==> config.mk <==
export PLATFORM = sky130hd
export DESIGN_NAME = cache_controller
export DESIGN_NICKNAME = d
export VERILOG_FILES = /design/src/rtl/cache_controller.sv
export SDC_FILE = /design/constraint.sdc
export NUM_CORES = 1
export LEC_CHECK = 0
export BUFFER_PORTS_ARGS = -buffer_cell sky130_fd_sc_hd__buf_2
export CORE_MARGIN = 1
export CORE_UTILIZATION = 50
export DETAILED_ROUTE_END_ITERATION = 16
export PLACE_DENSITY = 0.75
export SYNTH_ARGS = -nofsm -noshare
export SYNTH_HDL_FRONTEND = slang
export SYNTH_SLANG_ARGS = --single-unit
==> constraint.sdc <==
create_clock -name clk -period 2.5 [get_ports clk]
set_clock_uncertainty 0.1 [all_clocks]
set_input_delay 0.125 -clock clk [delete_from_list [all_inputs] [get_ports clk]]
set_output_delay 0.125 -clock clk [all_outputs]
set_load 0.01 [all_outputs]
==> src/rtl/cache_controller.sv <==
// Sequencing FSM for a direct-mapped write-back cache: lookup, block writeback, refill,
// array write strobes and saturating hit/miss statistics. Carries no address or data.
module cache_controller #(
    parameter int unsigned BLOCK_WORDS = 4,
    parameter int unsigned STAT_WIDTH  = 16
) (
    input  logic                           clk,
    input  logic                           reset_n,
    input  logic                           req_valid,
    input  logic                           req_we,
    output logic                           req_ready,
    output logic                           latch_req,
    output logic                           resp_valid,
    input  logic                           tag_match,
    input  logic                           valid_bit,
    input  logic                           selected_dirty_bit,
    output logic                           set_selected_dirty_bit,
    output logic                           clear_selected_dirty_bit,
    output logic                           set_valid_bit,
    output logic                           load_tag,
    output logic                           write_word,
    output logic                           fill_we,
    output logic [$clog2(BLOCK_WORDS)-1:0] beat_idx,
    output logic                           mem_req_valid,
    output logic                           mem_req_we,
    input  logic                           mem_req_ready,
    input  logic                           mem_resp_valid,
    output logic [STAT_WIDTH-1:0]          hit_count,
    output logic [STAT_WIDTH-1:0]          miss_count
);

    localparam int unsigned BeatW = $clog2(BLOCK_WORDS);
    localparam logic [BeatW-1:0] LastBeat = BeatW'(BLOCK_WORDS - 1);

    typedef enum logic [2:0] {StIdle, StCompare, StWriteback, StAllocate, StFill} state_e;

    state_e                state_q, state_d;
    logic [BeatW-1:0]      cnt_q, cnt_d;
    logic                  we_q, we_d;
    logic                  first_q, first_d;
    logic [STAT_WIDTH-1:0] hit_q, hit_d;
    logic [STAT_WIDTH-1:0] miss_q, miss_d;

    logic hit;
    assign hit = tag_match & valid_bit;

    always_ff @(posedge clk) begin
        if (!reset_n) begin
            state_q <= StIdle;
            cnt_q   <= '0;
            we_q    <= 1'b0;
            first_q <= 1'b0;
            hit_q   <= '0;
            miss_q  <= '0;
        end else begin
            state_q <= state_d;
            cnt_q   <= cnt_d;
            we_q    <= we_d;
            first_q <= first_d;
            hit_q   <= hit_d;
            miss_q  <= miss_d;
        end
    end

    always_comb begin
        state_d                  = state_q;
        cnt_d                    = cnt_q;
        we_d                     = we_q;
        first_d                  = first_q;
        hit_d                    = hit_q;
        miss_d                   = miss_q;
        req_ready                = 1'b0;
        latch_req                = 1'b0;
        resp_valid               = 1'b0;
        set_selected_dirty_bit   = 1'b0;
        clear_selected_dirty_bit = 1'b0;
        set_valid_bit            = 1'b0;
        load_tag                 = 1'b0;
        write_word               = 1'b0;
        fill_we                  = 1'b0;
        mem_req_valid            = 1'b0;
        mem_req_we               = 1'b0;
        // Strobes are suppressed while reset is asserted so an aborted transaction
        // cannot write the arrays in the cycle reset is sampled.
        if (reset_n) begin
            unique case (state_q)
                StIdle: begin
                    req_ready = 1'b1;
                    if (req_valid) begin
                        latch_req = 1'b1;
                        we_d      = req_we;
                        first_d   = 1'b1;
                        state_d   = StCompare;
                    end
                end
                StCompare: begin
                    first_d = 1'b0;
                    if (hit) begin
                        resp_valid = 1'b1;
                        if (we_q) begin
                            write_word             = 1'b1;
                            set_selected_dirty_bit = 1'b1;
                        end
                        if (first_q && hit_q != '1) hit_d = hit_q + STAT_WIDTH'(1);
                        state_d = StIdle;
                    end else begin
                        if (first_q && miss_q != '1) miss_d = miss_q + STAT_WIDTH'(1);
                        state_d = (valid_bit && selected_dirty_bit) ? StWriteback : StAllocate;
                    end
                end
                StWriteback: begin
                    mem_req_valid = 1'b1;
                    mem_req_we    = 1'b1;
                    if (mem_req_ready) begin
                        cnt_d = cnt_q + BeatW'(1);
                        if (cnt_q == LastBeat) begin
                            clear_selected_dirty_bit = 1'b1;
                            state_d                  = StAllocate;
                        end
                    end
                end
                StAllocate: begin
                    mem_req_valid = 1'b1;
                    if (mem_req_ready) state_d = StFill;
                end
                StFill: begin
                    if (mem_resp_valid) begin
                        fill_we = 1'b1;
                        cnt_d   = cnt_q + BeatW'(1);
                        if (cnt_q == LastBeat) begin
                            set_valid_bit = 1'b1;
                            load_tag      = 1'b1;
                            state_d       = StCompare;
                        end
                    end
                end
                default: state_d = StIdle;
            endcase
        end
    end

    assign beat_idx   = cnt_q;
    assign hit_count  = hit_q;
    assign miss_count = miss_q;

endmodule

# Word-level counts from Yosys, hierarchy flattened

Index checks and enable logic that the tools add are counted.
W data, S select, Z words.

Bits of input ports: 9
Output and inout bits: 45
Word-level logic and storage cells: 77
Register bits after elaboration: 39

Bitwise operators: 2
$add $sub $neg: 3
Reductions and logical operators: 13
Muxes and demuxes: 40
Equality and inequality tests: 13

Operators by type and width:

| operator                | count |
|---|---|
| $add A16 B1 Y16 const B | 2 |
| $ne A16 B16 Y1 const B  | 2 |
| $mux W1                 | 28 |
| $mux W3                 | 6 |
| $pmux W3 S5             | 1 |
| $ne A2 B2 Y1 const B    | 6 |
| $reduce_and A3 Y1       | 3 |
| $eq A3 B2 Y1 const B    | 2 |
| $mux W2                 | 3 |
| $reduce_and A6 Y1       | 1 |
| $pmux W2 S2             | 1 |
| $reduce_and A2 Y1       | 2 |
| $reduce_bool A2 Y1      | 2 |
| $eq A3 B1 Y1 const B    | 1 |
| $eq A3 B3 Y1 const B    | 1 |
| $logic_and A1 B1 Y1     | 3 |
| $logic_not A3 Y1        | 1 |
| $add A2 B1 Y2 const B   | 1 |
| $eq A2 B2 Y1 const B    | 1 |
| $pmux W1 S2             | 1 |
| $reduce_or A2 Y1        | 1 |
| $and A1 B1 Y1           | 1 |
| $not A1 Y1              | 1 |

# Longest topological paths before layout

Gate-level depths: netlist of run 1.

Depth in word-level cells: 5
Mapped depth: 6
Gate-level depth less buffers: 5

# Least setup slack after synthesis of run 1

No wires, ideal clock.

Path type: flip-flop to flip-flop
Start: reg hit_q[0], in the netlist hit_count[0]
End: reg hit_q[1], in the netlist hit_count[1]
Stages on the path, launching flop included: 7
Required time: 2268 ps
Clock period less this slack: 1887 ps
Buffers on the path: 1
Path slack: 613 ps
Arrival: 1655 ps
Library setup time: 132 ps
Cell sequence: dfxtp_1 -> ha_1 -> nand3_1 -> nor4_1 -> clkbuf_1 -> or3b_2 -> a21oi_1

Longest elaborated chain between the ends: 3
Elaborated cells between the ends (all ways): 4
Classes of those cells: add/sub: 1; eq/ne: 1; reduce/logical: 2

Ends and longest elaborated chain:

| element                                                                 | RTL line | text |
|---|---|---|
| start: declaration                                                      | 41       | `logic [STAT_WIDTH-1:0] hit_q, hit_d;` |
| start signal: assignment                                                | 60       | `hit_q <= hit_d;` |
| parallel branches: the longest is 3 deep, another holds $add A16 B1 Y16 | n/a      |  |

Several ways; the timed one is not identified.
A chain may end at the register's enable or synchronous reset.

# Final worst setup path of run 1

Start: reg state_q[0]
End: reg hit_q[7], in the netlist hit_count[7]

Longest elaborated chain between the ends: 2

Ends and longest elaborated chain:

| element                     | RTL line | text |
|---|---|---|
| start: declaration          | 37       | `state_e state_q, state_d;` |
| start signal: assignment    | 49       | `state_q <= StIdle;` |
| start signal: assignment    | 56       | `state_q <= state_d;` |
| $eq A3 B1 Y1                | 86       | `unique case (state_q)` |
| $reduce_and A3 Y1 (no line) | n/a      |  |

No other way between the ends.

==> summary.txt, run 1 <==
Critical path
  – CP top delay family: simple AND/OR/NAND/NOR gates
  – CP max FO: 15
  – CP endpoint kind: flip-flop
  – CP Class: flip-flop to flip-flop
  – Critical path's largest stage delay: 0.71 ns
  – Reg2Reg Setup Slack: 0.32 ns
  – Worst Path Arrival: 2.30 ns
  – Crit path launch type: flip-flop
  – Worst r2r src: state_q[0]
  – Critical path cell sequence: and4bb_2 -> nand2_1 -> or4b_2 -> a21oi_1
  – R2r endpoint: hit_count[7]
  – Buffer and inverter count on the worst path: 0
  – CP required: 2.62 ns
  – R2R cell count: 4
  – CP max-delay cell: or4b_2

CTS
  – CTS sink cnt: 39
  – Worst-Skew Late Latency: 0.29 ns
  – Cts repair resizes: 0
  – Clock buffer depth: 2
  – CTS tree: done
  – H-tree depth: 2
  – CTS clk-pin slew, worst paths: 0.07 ns
  – # Post-CTS Setup Buffers: 0
  – CTS root buf: clkbuf_8
  – TritonCTS buffer count: 5

Final layout
  – Cell area after layout: 2610 sq um
  – # diodes: 0
  – Non-Filler Instances: 368
  – Nets: 330
  – Area Growth Syn to Fin: 17.2%
  – Fraction of final layout cells sized beyond drive strength 1: 23.6%

STA
  – Final hold violation count: 0
  – Unrepaired setup endpoints after global routing: false
  – Period utilisation layout: 87.4%
  – Setup violations, final: 0
  – Setup TNS: 0 ns
  – Fmax: 0.458 GHz
  – Rel. slew slack: approximately 59%
  – Slew Viols, Final: 0
  – Minimum clock period: 2.18 ns
  – Worst Tran Pin Value: slightly above 0.6 ns

Synthesis
  – Cell Area, Synth: 2220 sq um
  – Ys async rst share: 0%
  – Area share of fa/ha/maj cells after synthesis: about 1.7%
  – Post-synthesis mux area share: 5.85%
  – Compound-gate portion of the synthesized area: 17.3%
  – Mapped Cells: 268
  – Largest area contributor in the synthesized netlist: dfxtp_1
  – Seq cells post-synth: 39
  – Main synth FF type: dfxtp_1
  – XOR/XNOR Fraction of Synth Area: 0.394%
  – Post-synthesis simple-gate area fraction: 35.3%
  – Syn nets: between 200 and 300
  – Ranking of synthesized cells by area: dfxtp_1 35%, a21oi_1 5.9%, mux2i_1 5.9%, nand2_1 5.2%, nand2b_1 3.9%
  – Sequential area share after synthesis: between 30% and 40%
  – Largest family of logic cells by synthesized area: simple AND/OR/NAND/NOR gates
  – Post-synth EDFFs: 0
  – Yosys top cell area share: 35.1%
  – Netlist cell types: 46
  – Synthesized area per cell: ~8.3 sq um
  – Yosys warns: 0

Floorplan
  – Die H: slightly below 70 microns
  – Die W: 68.7 microns
  – Starting Density: 53.7%
  – Cell Rows: 23
  – Core area: about 4100 sq um
  – Die area: 4720 sq um
  – Top Ports: 54

Detailed routing
  – DR WL/cell: 12.9 microns
  – Remaining routing DRC violations: 0
  – DRT Pass-1 Iters: 4
  – Iter 0 DRT Violations: 102
  – Routed Antenna Nets: 0
  – Final wirelength: ~4700 microns
  – Vias post-DR: 2190
  – Vias per inst: 5.95

Placed design
  – Post-DP HPWL: 3420 microns
  – Buffers on Ports: 53
  – GPL Wtd Cong: 0.830
  – Dpl cell area: 2510 sq um
  – Dpl cells: 360

Run status
  – Outcome: finished clean

Flow run
  – Max_cap viols: 0

Global route
  – Tot GR Track Use: 21.3%
  – Global-route wire length before repair: between 7000 and 8000 microns
  – Gr ovfl total: 0
  – Initial antenna violation count: 0
  – Largest net degree at the start of global routing: 26
  – Vias in the first global route: 1773

Pwr
  – Tot Pwr: 0.00116 W
  – Lkg Pwr: around 1.0 nW
  – VDD IR max: 0.416 mV
  – Power Density: around 450 nW/um^2

Worst hold path
  – Worst min path class: input port to flip-flop
  – Hold Path Origin: req_valid
  – Hold depth: 4
  – Worst hold endpoint: state_q[0]
==> metal layers <==
layer / up-vias / GRT usage [%] / wire length [microns]
li1: 1108 / - / -
met1: 1011 / 28.1 / 2240
met2: 64 / 34.1 / 2190
met3: 7 / 3.95 / 239
met4: 0 / 8.07 / 70
met5: - / 0 / 0
==> power breakdown <==
part | internal, W | leakage [nW] | switching [W] | total (W)
Clock | 0.000216 | 0.0470 | 0.000208 | 0.000424
Combinational | 0.0000403 | 0.636 | 0.0000512 | 0.0000915
Sequential | 0.000630 | 0.315 | 0.0000155 | 0.000646
Total | 0.000887 | 0.998 | 0.000274 | 0.00116
==> Yosys cell counts (all sizes together), types with 6 or more instances <==
library cell / instances
a21oi: 26
clkbuf: 11
dfxtp: 39
inv: 6
mux2i: 13
nand2: 31
nand2b: 14
nand3: 11
nand4: 7
nor2: 11
nor3: 7
o21ai: 8
o31ai: 11
or3: 6
or4: 11
==> registers in the layout, summed over array words and instances (netlist names) <==
register / cells
hit_count: 16
miss_count: 16
state_q: 3
beat_idx: 2
first_q: 1
we_q: 1
==> logic make-up after synthesis <==
kind of cell	after synthesis
muxes	13
adders and majority gates	3
DFF	39
AOI/OAI and AO/OA	61
buffers and inverters	21
and+or+nand+nor	130
xor gates and xnor gates	1
==> worst min-delay path, cell delays in order <==
cell and delay (ns):
buf_2 0.08, nand2_1 0.04, a21oi_1 0.13, o21a_1 0.12
==> cell usage in the layout, fill, tap and decap left out, types with 5 or more instances in the layout <==
| master | n |
|---|---|
| nand4_1 | 5 |
| buf_2 | 53 |
| or3_1 | 6 |
| o31ai_1 | 11 |
| nor2_1 | 11 |
| nand2_1 | 31 |
| o21ai_0 | 8 |
| nand3_1 | 11 |
| clkbuf_8 | 6 |
| inv_1 | 6 |
| nor3_1 | 7 |
| a21oi_1 | 26 |
| or4_1 | 11 |
| mux2i_1 | 13 |
| nand2b_1 | 14 |
| dfxtp_1 | 39 |
==> through the flow <==
stage / hold slack, ns / setup slack [ns] / utilization [%]
finish: 0.148 / 0.315 / 62.9
global placement: 0.267 / 0.380 / 60.5
global route: 0.173 / 0.166 / 62.9
CTS: 0.144 / 0.317 / 62.9
detailed placement: 0.291 / 0.336 / 60.5
floorplan: 0.172 / 0.613 / -
==> repair_timing <==
item / in CTS / in global routing
endpoints found under the setup margin: 0 / 0
endpoints found under the hold margin: 1 / 0
hold buffers: 1 / 0
==> layout make-up <==
class | count | area, sq um
Clock buffer | 6 | 82.6
Clock inverter | 1 | 5.00
Fill cell | 386 | 1540
Inverter | 6 | 22.5
Multi-Input combinational cell | 208 | 1350
Sequential cell | 39 | 781
Tap cell | 50 | 62.6
Timing Repair Buffer | 58 | 305
==> worst max path at each step <==
stage | start | to | slack, ns | depth (start not counted)
floorplan | hit_count[0] | hit_count[1] | 0.61 | 6
global placement | state_q[0] | hit_count[7] | 0.38 | 4
detailed placement | miss_count[0] | miss_count[6] | 0.34 | 5
CTS | miss_count[0] | miss_count[6] | 0.32 | 5
global route | miss_count[0] | miss_count[14] | 0.17 | 5
finish | state_q[0] | hit_count[7] | 0.32 | 4
No activity file was read; power rests on OpenSTA's default activity.
==> run 2: changes to the inputs <==
--- a/config.mk
+++ b/config.mk
@@ -6,10 +6,11 @@
 export NUM_CORES = 1
 export LEC_CHECK = 0
 export BUFFER_PORTS_ARGS = -buffer_cell sky130_fd_sc_hd__buf_2
-export CORE_MARGIN = 1
+export CORE_MARGIN = 2
 export CORE_UTILIZATION = 50
 export DETAILED_ROUTE_END_ITERATION = 16
 export PLACE_DENSITY = 0.75
+export RECOVER_POWER = 100
 export SYNTH_ARGS = -nofsm -noshare
 export SYNTH_HDL_FRONTEND = slang
 export SYNTH_SLANG_ARGS = --single-unit
==> run 2 against run 1 <==
  * Core utilization decreased by 3.2 points
  * Global-route usage fell by 0.29 points
  * Register-to-register slack got worse by 0.05 ns
  * Critical path depth stayed put
  * Maximum frequency fell by 2.1%
  * Combinational power is 2% lower
  * Sequential power barely moved
  * Final cell count up 0.82%
  * First-iteration DRC count grew 12%
  * Total power increased by 17%
  * Flip-flop and latch count stayed put
  * Final area shrank 0.91%
  * Critical path type unchanged
  * Largest power group unchanged
  * Highest routed layer unchanged
==> summary.txt, run 2 (synthesis results as in run 1) <==
Pwr
  – Combinational fraction of design power: between 6 and 7%
  – Switching Share: between 20% and 30%
  – Power Density: 526 nW/um^2
  – Int Power: between 0.001 and 0.0015 W
  – Psw: 0.000292 W
  – Tot Pwr: about 0.0014 W
  – Sequential share of power: 47.6%
  – VDD IR max: 0.378 mV
  – Clk pwr share: 45.8%
  – Lkg Pwr: 0.822 nW

Critical path
  – CP top delay family: simple AND/OR/NAND/NOR gates
  – Worst Path Arrival: between 2 and 2.5 ns
  – CP Class: flip-flop to flip-flop
  – CP required: 2.63 ns
  – CP max-delay cell: or4b_2
  – CP endpoint kind: flip-flop
  – Buffer and inverter count on the worst path: 0
  – Reg2Reg Setup Slack: 0.27 ns
  – Critical path cell sequence: and4bb_1 -> nand2_1 -> or4b_2 -> a21oi_1
  – Crit path launch: state_q[0]
  – Worst r2r src: state_q[0]
  – CP max FO: 15
  – Crit path launch type: flip-flop
  – Critical path's largest stage delay: 0.70 ns

Detailed routing
  – Vias per inst: around 5.9
  – Vias post-DR: about 2200
  – Remaining routing DRC violations: 0
  – DRT Pass-1 Iters: 4
  – Iter 0 DRT Violations: 114
  – Routed Antenna Nets: 0
  – DR WL/cell: 13.5 microns
  – Final wirelength: 4990 microns

Flow run
  – Max_cap viols: 0

Final layout
  – Final Util: 59.7%
  – Non-Filler Instances: 371
  – Most frequent cells in the layout: 46 x clkbuf_1, 39 x dfxtp_1, 31 x nand2_1
  – # diodes: 0
  – Area Growth Syn to Fin: 16.2%
  – Nets: 330
  – Fraction of final layout cells sized beyond drive strength 1: 8.46%
  – Commonest non-fill, non-tap cell in the layout: clkbuf_1

STA
  – Minimum clock period: 2.23 ns
  – Setup violations, final: 0
  – Unrepaired setup endpoints after global routing: false
  – Fmax: 0.448 GHz
  – Period utilisation layout: 89.2%
  – Rel. slew slack: 57.7%
  – Final hold violation count: 0
  – Final WS setup: 0.269 ns
  – Worst Tran Pin Value: 0.629 ns
  – Setup TNS: 0 ns
  – Slew Viols, Final: 0

Floorplan
  – Die area: around 5000 sq um
  – Cell Rows: 24
  – Starting Density: 51.4%
  – Top Ports: 54
  – Core area: between 4000 and 5000 sq um
  – Die H: 70.7 microns
  – Die W: roughly 71 microns

CTS
  – CTS clk-pin slew, worst paths: 0.08 ns
  – CTS root buf: clkbuf_8
  – Cts repair resizes: 0
  – CTS tree: done
  – CTS sink cnt: 39
  – # Post-CTS Setup Buffers: 0
  – TritonCTS buffer count: 5
  – Clock buffer depth: 2
  – Cts hold-fix bufs: 1
  – H-tree depth: 2
  – Worst-Skew Late Latency: 0.29 ns

Global route
  – Tot GR Track Use: 21.0%
  – Largest net degree at the start of global routing: 26
  – Initial antenna violation count: 0
  – Vias in the first global route: about 2000
  – Global-route wire length before repair: 8610 microns
  – Gr ovfl total: 0

Worst hold path
  – Worst min path class: input port to flip-flop
  – Hold Path Origin: req_valid

Placed design
  – Post-Place Setup Slack: 0.330 ns
  – Buffers on Ports: 53
  – Dpl cells: 362
  – GPL Wtd Cong: 0.815
  – Post-DP HPWL: 3530 microns

Run status
  – Outcome: finished clean
run 2: routing by layer:
layer  wire length [microns]  vias to the layer above  global-route usage, %
li1                        -                     1117                      -
met1                    2340                     1013                   27.1
met2                    2370                       42                   34.3
met3                     225                        5                   5.27
met4                      60                        0                   7.13
met5                       0                        -                      0
run 2: stage by stage:
step	hold WS, ns	cell area [sq um]
global route	0.190	2580
detailed placement	0.280	2510
floorplan	0.172	2220
CTS	0.135	2650
global placement	0.266	2510
finish	0.137	2580
run 2: power groups by stage:
stage	Combinational (W)	Clock, W	Sequential, W
floorplan	0.0000690	0	0.000652
global placement	0.0000898	0	0.000659
detailed placement	0.0000918	0	0.000660
CTS	0.0000930	0.000638	0.000646
global route	0.000103	0.000665	0.000649
finish	0.0000901	0.000622	0.000646
run 2: cell type report:
class	count	area, sq um
clock inverter	2	60.1
fill	424	1740
tap	52	65.1
clock buffer	6	72.6
multi-input combinational	208	1340
timing repair buffer	58	246
inverter	6	22.5
sequential	39	781
run 2: final timing paths:
path                                        to  cells past startpoint
worst max-delay path              hit_count[7]                      4
worst min-delay path                state_q[0]                      4
worst max register to register    hit_count[7]                      4
worst min register to register  miss_count[13]                      2
run 2: worst reg2reg max path, stage by stage (launching register included):
cell,delay (ns)
dfxtp_1,0.57
and4bb_1,0.37
nand2_1,0.28
or4b_2,0.70
a21oi_1,0.15
